<file path="src/rtl/sprite_blitter_if.sv">
// sprite_blitter_if: bundles the blitter's draw handshake, sprite ROM port and
// VGA adapter write port.
//   master : the blitter (drives busy/done, rom_addr, vga_*)
//   slave  : the environment (game FSM, ROM, adapter)
// Optional: SPRITE_BLITTER_MIRROR_EN adds the 'mirror' request bit.
interface sprite_blitter_if #(
  parameter int WIDTH_X       = 8,
  parameter int WIDTH_Y       = 7,
  parameter int WIDTH_ADDRESS = 8
);
  logic                     start;
  logic [WIDTH_X-1:0]       org_x;
  logic [WIDTH_Y-1:0]       org_y;
`ifdef SPRITE_BLITTER_MIRROR_EN
  logic                     mirror;
`endif
  logic                     busy;
  logic                     done;
  logic [WIDTH_ADDRESS-1:0] rom_addr;
  logic [2:0]               rom_data;
  logic [WIDTH_X-1:0]       vga_x;
  logic [WIDTH_Y-1:0]       vga_y;
  logic [2:0]               vga_colour;
  logic                     vga_plot;

`ifdef SPRITE_BLITTER_MIRROR_EN
  modport master (input start, org_x, org_y, mirror, rom_data,
                  output busy, done, rom_addr, vga_x, vga_y, vga_colour, vga_plot);
  modport slave  (output start, org_x, org_y, mirror, rom_data,
                  input busy, done, rom_addr, vga_x, vga_y, vga_colour, vga_plot);
`else
  modport master (input start, org_x, org_y, rom_data,
                  output busy, done, rom_addr, vga_x, vga_y, vga_colour, vga_plot);
  modport slave  (output start, org_x, org_y, rom_data,
                  input busy, done, rom_addr, vga_x, vga_y, vga_colour, vga_plot);
`endif
endinterface

</file>
<file path="src/rtl/sprite_blitter.sv">
// sprite_blitter: copies a SPRITE_W x SPRITE_H sprite from a 1-cycle-latency
// ROM into the VGA framebuffer at (org_x, org_y), skipping TRANSPARENT pixels
// and pixels that fall off the right/bottom screen edge.
// Ports:
//   clk, resetn : clock, asynchronous active-low reset
//   bus         : sprite_blitter_if.master
//                 start/org_x/org_y(/mirror) -> busy/done handshake
//                 rom_addr -> rom_data (colour one cycle later)
//                 vga_x/vga_y/vga_colour/vga_plot adapter write port
// Address-to-plot latency is 2 cycles: ROM cycle (stage 1), output register.
// Optional: define SPRITE_BLITTER_MIRROR_EN for horizontally flipped draws.
module sprite_blitter #(
  parameter int         SPRITE_W      = 16,
  parameter int         SPRITE_H      = 16,
  parameter int         WIDTH_X       = 8,
  parameter int         WIDTH_Y       = 7,
  parameter int         SCREEN_X      = 160,
  parameter int         SCREEN_Y      = 120,
  parameter int         WIDTH_ADDRESS = 8,
  parameter logic [2:0] TRANSPARENT   = 3'b101
) (
  input logic            clk,
  input logic            resetn,
  sprite_blitter_if.master bus
);

  localparam int SXW = $clog2(SPRITE_W);
  localparam int SYW = (SPRITE_H > 1) ? $clog2(SPRITE_H) : 1;

  typedef enum logic [1:0] {IDLE, DRAW, FLUSH, DONE} state_t;
  state_t state, state_nxt;

  logic [SXW-1:0]     sx, s1_x, ax;
  logic [SYW-1:0]     sy, s1_y;
  logic [WIDTH_X-1:0] ox;
  logic [WIDTH_Y-1:0] oy;
  logic               mir;
  logic               s1_vld;
  logic               flush_cnt;
  logic               issue;
  logic               accept;
  logic               last_pix;
  logic [WIDTH_X:0]   px;   // one bit wider so off-screen sums never wrap
  logic [WIDTH_Y:0]   py;

  assign accept   = (state == IDLE) && bus.start;
  assign last_pix = (sx == SXW'(SPRITE_W - 1)) && (sy == SYW'(SPRITE_H - 1));

  // ---------------- FSM: state register
  always_ff @(posedge clk or negedge resetn) begin
    if (!resetn) state <= IDLE;
    else         state <= state_nxt;
  end

  // ---------------- FSM: next state
  always_comb begin
    state_nxt = state;
    case (state)
      IDLE:    if (bus.start) state_nxt = DRAW;
      DRAW:    if (last_pix)  state_nxt = FLUSH;
      FLUSH:   if (flush_cnt) state_nxt = DONE;
      default: state_nxt = IDLE;
    endcase
  end

  // ---------------- FSM: outputs
  always_comb begin
    issue    = (state == DRAW);
    bus.busy = (state == DRAW) || (state == FLUSH);
    bus.done = (state == DONE);
  end

  // ---------------- request latch and sprite scan counters
`ifdef SPRITE_BLITTER_MIRROR_EN
  always_ff @(posedge clk or negedge resetn) begin
    if (!resetn)     mir <= 1'b0;
    else if (accept) mir <= bus.mirror;
  end
`else
  assign mir = 1'b0;
`endif

  always_ff @(posedge clk or negedge resetn) begin
    if (!resetn) begin
      ox        <= '0;
      oy        <= '0;
      sx        <= '0;
      sy        <= '0;
      flush_cnt <= 1'b0;
    end else begin
      if (accept) begin
        ox <= bus.org_x;
        oy <= bus.org_y;
        sx <= '0;
        sy <= '0;
      end else if (issue) begin
        if (sx == SXW'(SPRITE_W - 1)) begin
          sx <= '0;
          sy <= sy + 1'b1;
        end else begin
          sx <= sx + 1'b1;
        end
      end
      flush_cnt <= (state == FLUSH) ? ~flush_cnt : 1'b0;
    end
  end

  // Mirroring only changes which ROM column is fetched; the screen column
  // still comes from sx, so geometry and clipping are identical.
  assign ax = mir ? (SXW'(SPRITE_W - 1) - sx) : sx;
  assign bus.rom_addr = issue ? (WIDTH_ADDRESS'(ax) +
                                 WIDTH_ADDRESS'(sy) * WIDTH_ADDRESS'(SPRITE_W))
                              : '0;

  // ---------------- stage 1: hold coordinate while ROM answers
  always_ff @(posedge clk or negedge resetn) begin
    if (!resetn) begin
      s1_vld <= 1'b0;
      s1_x   <= '0;
      s1_y   <= '0;
    end else begin
      s1_vld <= issue;
      s1_x   <= sx;
      s1_y   <= sy;
    end
  end

  // ---------------- output stage: screen coordinate, clip, key
  assign px = {1'b0, ox} + (WIDTH_X + 1)'(s1_x);
  assign py = {1'b0, oy} + (WIDTH_Y + 1)'(s1_y);

  always_ff @(posedge clk or negedge resetn) begin
    if (!resetn) begin
      bus.vga_x      <= '0;
      bus.vga_y      <= '0;
      bus.vga_colour <= '0;
      bus.vga_plot   <= 1'b0;
    end else begin
      bus.vga_x      <= px[WIDTH_X-1:0];
      bus.vga_y      <= py[WIDTH_Y-1:0];
      bus.vga_colour <= bus.rom_data;
      bus.vga_plot   <= s1_vld && (bus.rom_data != TRANSPARENT) &&
                        (px < (WIDTH_X + 1)'(SCREEN_X)) &&
                        (py < (WIDTH_Y + 1)'(SCREEN_Y));
    end
  end

endmodule

</file>
<file path="src/flat_wrapper.sv">
// flat-port wrapper written by rule: the top's interface ports become plain ports
module sprite_blitter_flat 
#(
  parameter int         SPRITE_W      = 16,
  parameter int         SPRITE_H      = 16,
  parameter int         WIDTH_X       = 8,
  parameter int         WIDTH_Y       = 7,
  parameter int         SCREEN_X      = 160,
  parameter int         SCREEN_Y      = 120,
  parameter int         WIDTH_ADDRESS = 8,
  parameter logic [2:0] TRANSPARENT   = 3'b101
)
  (clk, resetn, bus_start, bus_org_x, bus_org_y, bus_rom_data, bus_busy, bus_done, bus_rom_addr, bus_vga_x, bus_vga_y, bus_vga_colour, bus_vga_plot);
  sprite_blitter_if #(.WIDTH_X(WIDTH_X), .WIDTH_Y(WIDTH_Y), .WIDTH_ADDRESS(WIDTH_ADDRESS)) bus_i ();
  input logic clk;
  input logic resetn;
  input wire logic [$bits(bus_i.start)-1:0] bus_start;
  input wire logic [$bits(bus_i.org_x)-1:0] bus_org_x;
  input wire logic [$bits(bus_i.org_y)-1:0] bus_org_y;
  input wire logic [$bits(bus_i.rom_data)-1:0] bus_rom_data;
  output wire logic [$bits(bus_i.busy)-1:0] bus_busy;
  output wire logic [$bits(bus_i.done)-1:0] bus_done;
  output wire logic [$bits(bus_i.rom_addr)-1:0] bus_rom_addr;
  output wire logic [$bits(bus_i.vga_x)-1:0] bus_vga_x;
  output wire logic [$bits(bus_i.vga_y)-1:0] bus_vga_y;
  output wire logic [$bits(bus_i.vga_colour)-1:0] bus_vga_colour;
  output wire logic [$bits(bus_i.vga_plot)-1:0] bus_vga_plot;
  assign bus_i.start = bus_start;
  assign bus_i.org_x = bus_org_x;
  assign bus_i.org_y = bus_org_y;
  assign bus_i.rom_data = bus_rom_data;
  assign bus_busy = bus_i.busy;
  assign bus_done = bus_i.done;
  assign bus_rom_addr = bus_i.rom_addr;
  assign bus_vga_x = bus_i.vga_x;
  assign bus_vga_y = bus_i.vga_y;
  assign bus_vga_colour = bus_i.vga_colour;
  assign bus_vga_plot = bus_i.vga_plot;
  sprite_blitter #(.SPRITE_W(SPRITE_W), .SPRITE_H(SPRITE_H), .WIDTH_X(WIDTH_X), .WIDTH_Y(WIDTH_Y), .SCREEN_X(SCREEN_X), .SCREEN_Y(SCREEN_Y), .WIDTH_ADDRESS(WIDTH_ADDRESS), .TRANSPARENT(TRANSPARENT)) u_core (.clk(clk), .resetn(resetn), .bus(bus_i));
endmodule
</file>
<file path="config.mk">
export PLATFORM = sky130hd
export DESIGN_NAME = sprite_blitter_flat
export DESIGN_NICKNAME = d
export VERILOG_FILES = /design/src/rtl/sprite_blitter_if.sv /design/src/rtl/sprite_blitter.sv /design/src/flat_wrapper.sv
export SDC_FILE = /design/constraint.sdc
export NUM_CORES = 1
export LEC_CHECK = 0
export ABC_CLOCK_PERIOD_IN_PS = 1750
export CORE_MARGIN = 1
export CORE_UTILIZATION = 45
export DETAILED_ROUTE_END_ITERATION = 7
export GPL_TIMING_DRIVEN = 0
export PLACE_DENSITY = 0.74
export SLEW_MARGIN = 20
export SYNTH_ARGS = -nofsm -noshare
export SYNTH_HDL_FRONTEND = slang
export SYNTH_SLANG_ARGS = --single-unit
</file>
<file path="constraint.sdc">
create_clock -name clk -period 1.75 [get_ports clk]
set_input_delay 0.175 -clock clk [delete_from_list [all_inputs] [get_ports clk]]
set_output_delay 0.175 -clock clk [all_outputs]
set_load 0.02 [all_outputs]
</file>
==> results of run 1 <==
-- Yosys cell counts --
| cell | number |
|---|---|
| dfrtp_1 | 54 |
| nand2_1 | 49 |
| ha_1 | 15 |
| nor2_1 | 14 |
| inv_1 | 11 |
| and2_1 | 8 |
| xor2_1 | 8 |
| xnor2_1 | 6 |
| clkbuf_1 | 5 |
| a21oi_1 | 3 |
| nand2b_1 | 3 |
| nand3_1 | 3 |
| nand4_1 | 3 |
| o21ai_0 | 3 |
| o21ai_1 | 3 |
| a211oi_1 | 2 |
| a211oi_2 | 2 |
| a21o_1 | 2 |
| and3_1 | 2 |
| fa_1 | 2 |
| nor2b_1 | 2 |
| nor3b_1 | 2 |
| o2111ai_1 | 2 |
| a221o_1 | 1 |
| a221oi_1 | 1 |
| a311oi_1 | 1 |
| a31oi_1 | 1 |
| and2_2 | 1 |
| mux2_4 | 1 |
| mux2i_1 | 1 |
| nand3b_1 | 1 |
| nand4b_1 | 1 |
| o21ai_2 | 1 |
| o31ai_1 | 1 |
| or3b_2 | 1 |
-- sequential cells by signal (all words and copies together) (netlist names) --
signal                 cells
u_core.bus.vga_y           7
u_core.s1_vld              1
u_core.oy                  7
u_core.sy                  4
u_core.bus.vga_plot        1
u_core.s1_y                4
u_core.bus.vga_x           8
u_core.state               2
u_core.bus.vga_colour      3
u_core.flush_cnt           1
u_core.ox                  8
u_core.ax                  4
u_core.s1_x                4
-- how the worst min path moves through the flow --
stage          slack (ns)                       start                                  to
4_1_cts              0.34             bus_rom_data[1]  u_core.bus.vga_colour[1]$_DFF_PN0_
2_1_floorplan       -0.12                      resetn            u_core.ax[0]$_DFFE_PN0P_
3_3_place_gp         0.40  u_core.flush_cnt$_DFF_PN0_          u_core.flush_cnt$_DFF_PN0_
6_report             0.34             bus_rom_data[1]  u_core.bus.vga_colour[1]$_DFF_PN0_
3_5_place_dp         0.25                      resetn         u_core.state[1]$_DFFE_PN0P_
5_1_grt              0.33             bus_rom_data[1]  u_core.bus.vga_colour[1]$_DFF_PN0_
-- layout by cell type, fill, tap and decap left out, types with 5 or more instances in the layout --
cell	Yosys	final
clkdlybuf4s50_1	0	38
ha_1	15	11
clkbuf_8	0	6
clkdlybuf4s15_2	0	5
inv_1	11	9
and2_1	8	8
nor2_1	14	14
dfrtp_1	54	52
nand2_1	49	49
xnor2_1	6	6
buf_4	0	9
xor2_1	8	8
-- cell families (layout without fill, tap and decap cells) --
group | Yosys count | after routing | synth area share (%)
adder cells (fa/ha/maj) | 17 | 17 | 9.62
multiplexers | 2 | 2 | 1.06
AO/OA/AOI/OAI | 23 | 23 | 7.09
XOR/XNOR | 14 | 14 | 5.18
AND/OR/NAND/NOR | 90 | 90 | 17.4
buffers and inverters | 16 | 80 | 2.54
flip-flops | 54 | 54 | 57.1
-- metal layers --
metal	vias to the layer above	part of all wire, %	track usage [%]
met5	-	0	0
met4	0	1.5	6.92
met3	5	5.2	4.61
met2	39	49	31.9
met1	793	44	22.8
li1	835	-	-
-- layout make-up --
cell class | count | area share, %
Tap cell | 70 | 2.74
Clock buffer | 7 | 2.70
Buffer | 4 | 0.861
Timing Repair Buffer | 57 | 17.0
Clock inverter | 1 | 0.157
Inverter | 11 | 1.29
Multi-Input combinational cell | 146 | 32.9
Sequential cell | 54 | 42.4
-- worst reg2reg max path: stages (launching register included) --
cell,delay [ns]
dfrtp_1,0.36
ha_2,0.19
inv_2,0.04
fa_2,0.36
nand2b_4,0.16
a21oi_4,0.14
xor2_1,0.09
and3_1,0.16
a221oi_2,0.22
-- power by group through the flow --
stage,clock network (µW),registers [µW],logic [µW]
2_1_floorplan,0,1280,2.74
3_3_place_gp,0,1280,88.6
3_5_place_dp,0,1280,88.7
4_1_cts,713,1250,91.2
5_1_grt,763,1250,98.6
6_report,684,1250,88.4
-- through the flow --
stage	area (µm²)	hold WS [ns]
floorplan	2400	-0.121
global placement	2980	0.397
detailed placement	2980	0.247
CTS	3180	0.337
global route	3200	0.333
finish	3200	0.343
-- what timing repair did --
action,4_1_cts,5_1_grt
cloned,0,0
hold endpoints to repair,54,0
pin swaps,5,1
setup buffers,6,1
setup endpoints to repair,25,26
gates resized for setup,37,14
hold buffers,1,0
==> key figures, run 1 <==
Die
  – I/O pin count: 50
  – Die X: 74.5 µm
  – Rows: 26
  – Die footprint: 0.00555 mm²
  – Core ar.: 0.00507 mm²
  – Die Ht: 74.5 µm
  – Initial Util: 46.6%

Worst hold path
  – Hold depth: 1
  – HP Class: input port to register

Worst setup path
  – Cell count along the critical path: 8
  – Bufs and invs on worst path: 1
  – Crit path to: u_core.bus.vga_plot$_DFF_PN0_
  – Critical-path cell list: ha_2 -> inv_2 -> fa_2 -> nand2b_4 -> a21oi_4 -> xor2_1 -> and3_1 -> a221oi_2
  – Crit Path Max Fanout: 2
  – Crit Path Category: register to register
  – R2r endpoint: u_core.bus.vga_plot$_DFF_PN0_
  – Crit path launch type: register
  – Worst endpoint data arrival time: 2.02 ns
  – Largest stage delay, worst path: 0.36 ns
  – Reg2reg start: u_core.oy[0]$_DFFE_PN0P_
  – Worst r2r path cells: 8
  – CP delay by family, top: adder cells
  – Crit path capture type: register
  – Flop2flop setup slack: -0.06 ns
  – Worst Path Required: 1.96 ns
  – Slowest CP cell: dfrtp_1
  – Setup crit start: u_core.oy[0]$_DFFE_PN0P_

STA
  – Slew headroom: 56.8%
  – Clock skew: 0.00227 ns
  – Hold Vio Cnt, Final: 0
  – RSZ-0062 raised after global routing: true
  – Final worst slack: -0.0561 ns
  – Post-layout min period: 1.81 ns
  – Setup-failing EPs final: 1
  – Fin crit share: 103%
  – Worst slew pin tran: 0.648 ns
  – Fmax: 0.554 GHz
  – Setup TNS: -0.0561 ns
  – Count of pins over their slew limit: 0

Logic synthesis
  – Synth Warn #: 0
  – Synth area leaders: dfrtp_1, ha_1, nand2_1
  – Sequential fraction of the synthesis area: 57.1%
  – Synth Area per Inst: 11.0 µm²
  – Syn nets: 254
  – Share of the synthesized area in the top cell type: 57.1%
  – Post-synth top area cell: dfrtp_1
  – Mapped Area: 0.00237 mm²
  – Post-synth cell types: 35
  – Cells after synthesis: 216
  – Synth Register Bits: 54

Power and ir drop
  – Comb power frac: 4.4%
  – Power Internal: 1620 µW
  – LEAKAGE: 0.00152 µW
  – Clock power share: 33.8%
  – VDD IR-drop max: 0.476 mV
  – Switching share of total power: 20.0%
  – Power Total: 2020 µW
  – Sequential share of power: 61.8%
  – Pwr dens: 633 mW/mm²
  – P_sw: 405 µW

Clock tree
  – Clock Sinks: 54
  – Worst-Skew Late Latency: 0.30 ns
  – CTS tree: done
  – CTS max path bufs: 2
  – Number of H-tree levels: 2
  – CTS root buffer: clkbuf_8
  – TritonCTS Buffers: 5
  – Clock-pin slew on the worst setup and hold paths: 0.08 ns

Detailed routing
  – Routed via count: 1,672
  – 1st-iter DRT viols: 36
  – Vias per cell: 4.78
  – Drt drc: 0
  – DR pass1 iterations: 4
  – Routed Wire Length: 4.44 mm
  – Post-DR wirelength/cell: 12.7 µm
  – Post-route ant nets: 0

Final layout
  – Layout area overhead: 35.1%
  – ANT cells: 0
  – Final nets: 317
  – Final core occ: 63.0%
  – Multi-input gate area: 0.00105 mm²
  – Fill cell count: 443
  – Register area: 0.00135 mm²
  – Share of cells above drive strength 1: 17.9%
  – Post-Layout Cell Count: 350

Global route
  – Vias in the first global route: 1,712
  – Initial antenna violation count: 0
  – Largest net degree at the start of global routing: 55
  – Overflow after GRT: 0
  – All-Layer GR Usage: 18.6%
  – First-pass GRT wire length: 7.62 mm

Placement
  – Total placed cells including tap cells: 335
  – Port Buf Inserts: 49
  – Routability cong.: 0.805
  – Dpl hpwl: 3.13 mm
  – Pre-CTS setup slack: -0.284 ns

Job
  – Number of max-cap violations: 0

Outcome
  – Failing checks: negative setup slack
  – Status: complete, but fails checks
Note: power is estimated with default switching activity, not from simulation.
==> run 2: changes to the inputs <==
- ABC_AREA: unset -> 1
- CORE_UTILIZATION: 45 -> 40
- PLACE_DENSITY: 0.74 -> 0.66
==> run 2 against run 1 <==
The flow now finishes without violations. Cell area is 4.9% higher. First-iteration DRC count rose by 140%. Worst hold slack got worse by 0.0058 ns. Clock skew up 0.0095 ns. Critical path depth rose by 4. Final cell count is 20% higher. Clock power grew 18%. Sequential power increased by 70%. Combinational power rose to 28 times the previous value. Synthesized cell count grew 31%. Critical path type unchanged.
==> key figures, run 2 <==
Die
  – Die X: 82.0 µm
  – Initial Util: 42.3%
  – Core ar.: 0.00606 mm²
  – Die Ht: 82.0 µm
  – I/O pin count: 50
  – Rows: 28
  – Die footprint: 0.00673 mm²

Worst setup path
  – Worst endpoint data arrival time: 1.93 ns
  – Worst r2r path cells: 12
  – Worst Path Required: 1.99 ns
  – Crit path capture type: register
  – Crit Path Category: register to register
  – Flop2flop setup slack: 0.05 ns
  – Crit Path Max Fanout: 3
  – Crit path launch type: register

Clock tree
  – Number of H-tree levels: 2
  – TritonCTS Buffers: 5
  – Worst-Skew Late Latency: 0.30 ns
  – CTS root buffer: clkbuf_8
  – CTS tree: done
  – Clock Sinks: 54
  – Clock-pin slew on the worst setup and hold paths: 0.10 ns
  – CTS max path bufs: 2

Global route
  – Overflow after GRT: 0
  – Vias in the first global route: 1,811
  – Initial antenna violation count: 0
  – All-Layer GR Usage: 15.8%
  – First-pass GRT wire length: 8.03 mm
  – Largest net degree at the start of global routing: 55

STA
  – Setup TNS: 0 ns
  – Hold Vio Cnt, Final: 0
  – Slew headroom: 55.6%
  – Clock skew: 0.0118 ns
  – Count of pins over their slew limit: 0
  – Setup-failing EPs final: 0
  – Post-layout min period: 1.70 ns
  – RSZ-0062 raised after global routing: true
  – Fin crit share: 96.9%
  – Worst slew pin tran: 0.666 ns
  – Fmax: 0.590 GHz

Power and ir drop
  – Pwr dens: 1610 mW/mm²
  – LEAKAGE: 0.00175 µW
  – VDD IR-drop max: 1.05 mV

Detailed routing
  – Post-route ant nets: 0
  – 1st-iter DRT viols: 86
  – Routed via count: 1,946
  – Routed Wire Length: 4.86 mm
  – DR pass1 iterations: 4
  – Vias per cell: 4.63
  – Post-DR wirelength/cell: 11.6 µm
  – Drt drc: 0

Logic synthesis
  – Sequential fraction of the synthesis area: 52.8%
  – Cells after synthesis: 283
  – Post-synth cell types: 30
  – Synth Register Bits: 54
  – EDFF count, synth: 0
  – Share of the synthesized area in the top cell type: 52.8%
  – Synth area leaders: dfrtp_1, nand2_1, ha_1
  – Syn nets: 321
  – Post-synth top flop: dfrtp_1
  – Synth Area per Inst: 9.05 µm²
  – Mapped Area: 0.00256 mm²
  – Post-synth top area cell: dfrtp_1
  – Count leader, synth: nand2_1
  – Synth Warn #: 0
  – Post-synth top cells: nand2_1, dfrtp_1, inv_1
  – Synth async-reset ratio: 100%

Final layout
  – ANT cells: 0
  – Commonest non-fill, non-tap cells in the layout: nand2_1, dfrtp_1, inv_1
  – Finished Cell Area: 0.00335 mm²
  – Final nets: 382
  – Fill cell count: 564
  – Share of cells above drive strength 1: 15.4%
  – Layout area overhead: 30.9%
  – Largest registers: u_core.bus.vga_x (8), u_core.ox (8)
  – Post-Layout Cell Count: 420
  – Commonest non-fill, non-tap cell in the layout: nand2_1

Placement
  – Placed Area: 0.00314 mm²
  – Port Buf Inserts: 49
  – Dpl hpwl: 3.66 mm
  – Routability cong.: 0.794
  – Total placed cells including tap cells: 407

Job
  – Number of max-cap violations: 0

Worst hold path
  – HP Class: input port to register
  – Hold depth: 1

Outcome
  – Status: finished clean
[run 2: metal layers]
layer	track usage, %	vias to the layer above	share of wire (%)
met2	27.3	34	50
met3	2.67	5	2.8
met4	4.74	0	0.87
met1	20.1	907	47
met5	0	-	0
li1	-	1000	-
[run 2: worst max-delay path: stages (launching register included)]
cell	delay, ns
dfrtp_1	0.37
ha_2	0.20
inv_2	0.04
fa_2	0.37
inv_2	0.07
nand3_2	0.08
nand2_4	0.09
nand3_2	0.06
nand2_2	0.08
nand3_2	0.06
nand2_2	0.06
nand2_1	0.04
nor2_1	0.09
[run 2: cell families after synthesis]
logic type	share of synthesized area, %
buf+inv	8.65
flops	52.8
xor+xnor	1.71
simple gates	21.6
mux	0.391
fa+ha+maj	8.89
compound gates	5.96
[run 2: path summary, 6_finish.rpt]
path | from | end
worst max-delay path | u_core.ox[0]$_DFFE_PN0P_ | u_core.bus.vga_plot$_DFF_PN0_
worst min-delay path | bus_rom_data[1] | u_core.bus.vga_colour[1]$_DFF_PN0_
worst max register to register | u_core.ox[0]$_DFFE_PN0P_ | u_core.bus.vga_plot$_DFF_PN0_
worst min register to register | u_core.flush_cnt$_DFF_PN0_ | u_core.flush_cnt$_DFF_PN0_
max in group asynchronous | resetn | u_core.state[0]$_DFFE_PN0P_
min in group asynchronous | resetn | u_core.bus.vga_x[2]$_DFF_PN0_
[run 2: repair_timing]
| action | CTS | global route |
|---|---|---|
| pin swaps | 1 | 6 |
| endpoints found under the hold margin | 54 | 0 |
| hold buffers | 1 | 0 |
| gates resized for setup | 31 | 13 |
| endpoints found under the setup margin | 10 | 10 |
| buffers inserted | 0 | 4 |
| gates cloned | 0 | 0 |
[run 2: cell type report]
cell class	instances	area (µm²)	area share, %
Timing Repair Buffer	54	528	15.7
Clock buffer	5	68.8	2.05
Sequential cell	54	1350	40.3
Buffer	5	37.5	1.12
Clock inverter	3	40.0	1.19
Inverter	50	190	5.67
Multi-Input combinational cell	174	1040	31.1
Tap cell	75	93.8	2.80
[run 2: metrics by stage]
stage	utilization, %	setup WS (ns)	hold slack (ns)	power [µW]
after global routing	55.3	-0.0856	0.337	5870
after floorplan	-	0.160	-0.121	3630
final	55.3	0.0541	0.337	5400
after CTS	54.3	0.000449	0.334	5360
after detailed placement	51.9	-0.192	0.258	4510
after global placement	51.9	-1.09	0.414	4430
[run 2: power breakdown]
group	leakage, µW	total (µW)	internal, µW	switching (µW)
clock	0.0000579	810	422	388
sequential	0.000680	2120	1760	352
combinational	0.00101	2480	1110	1370
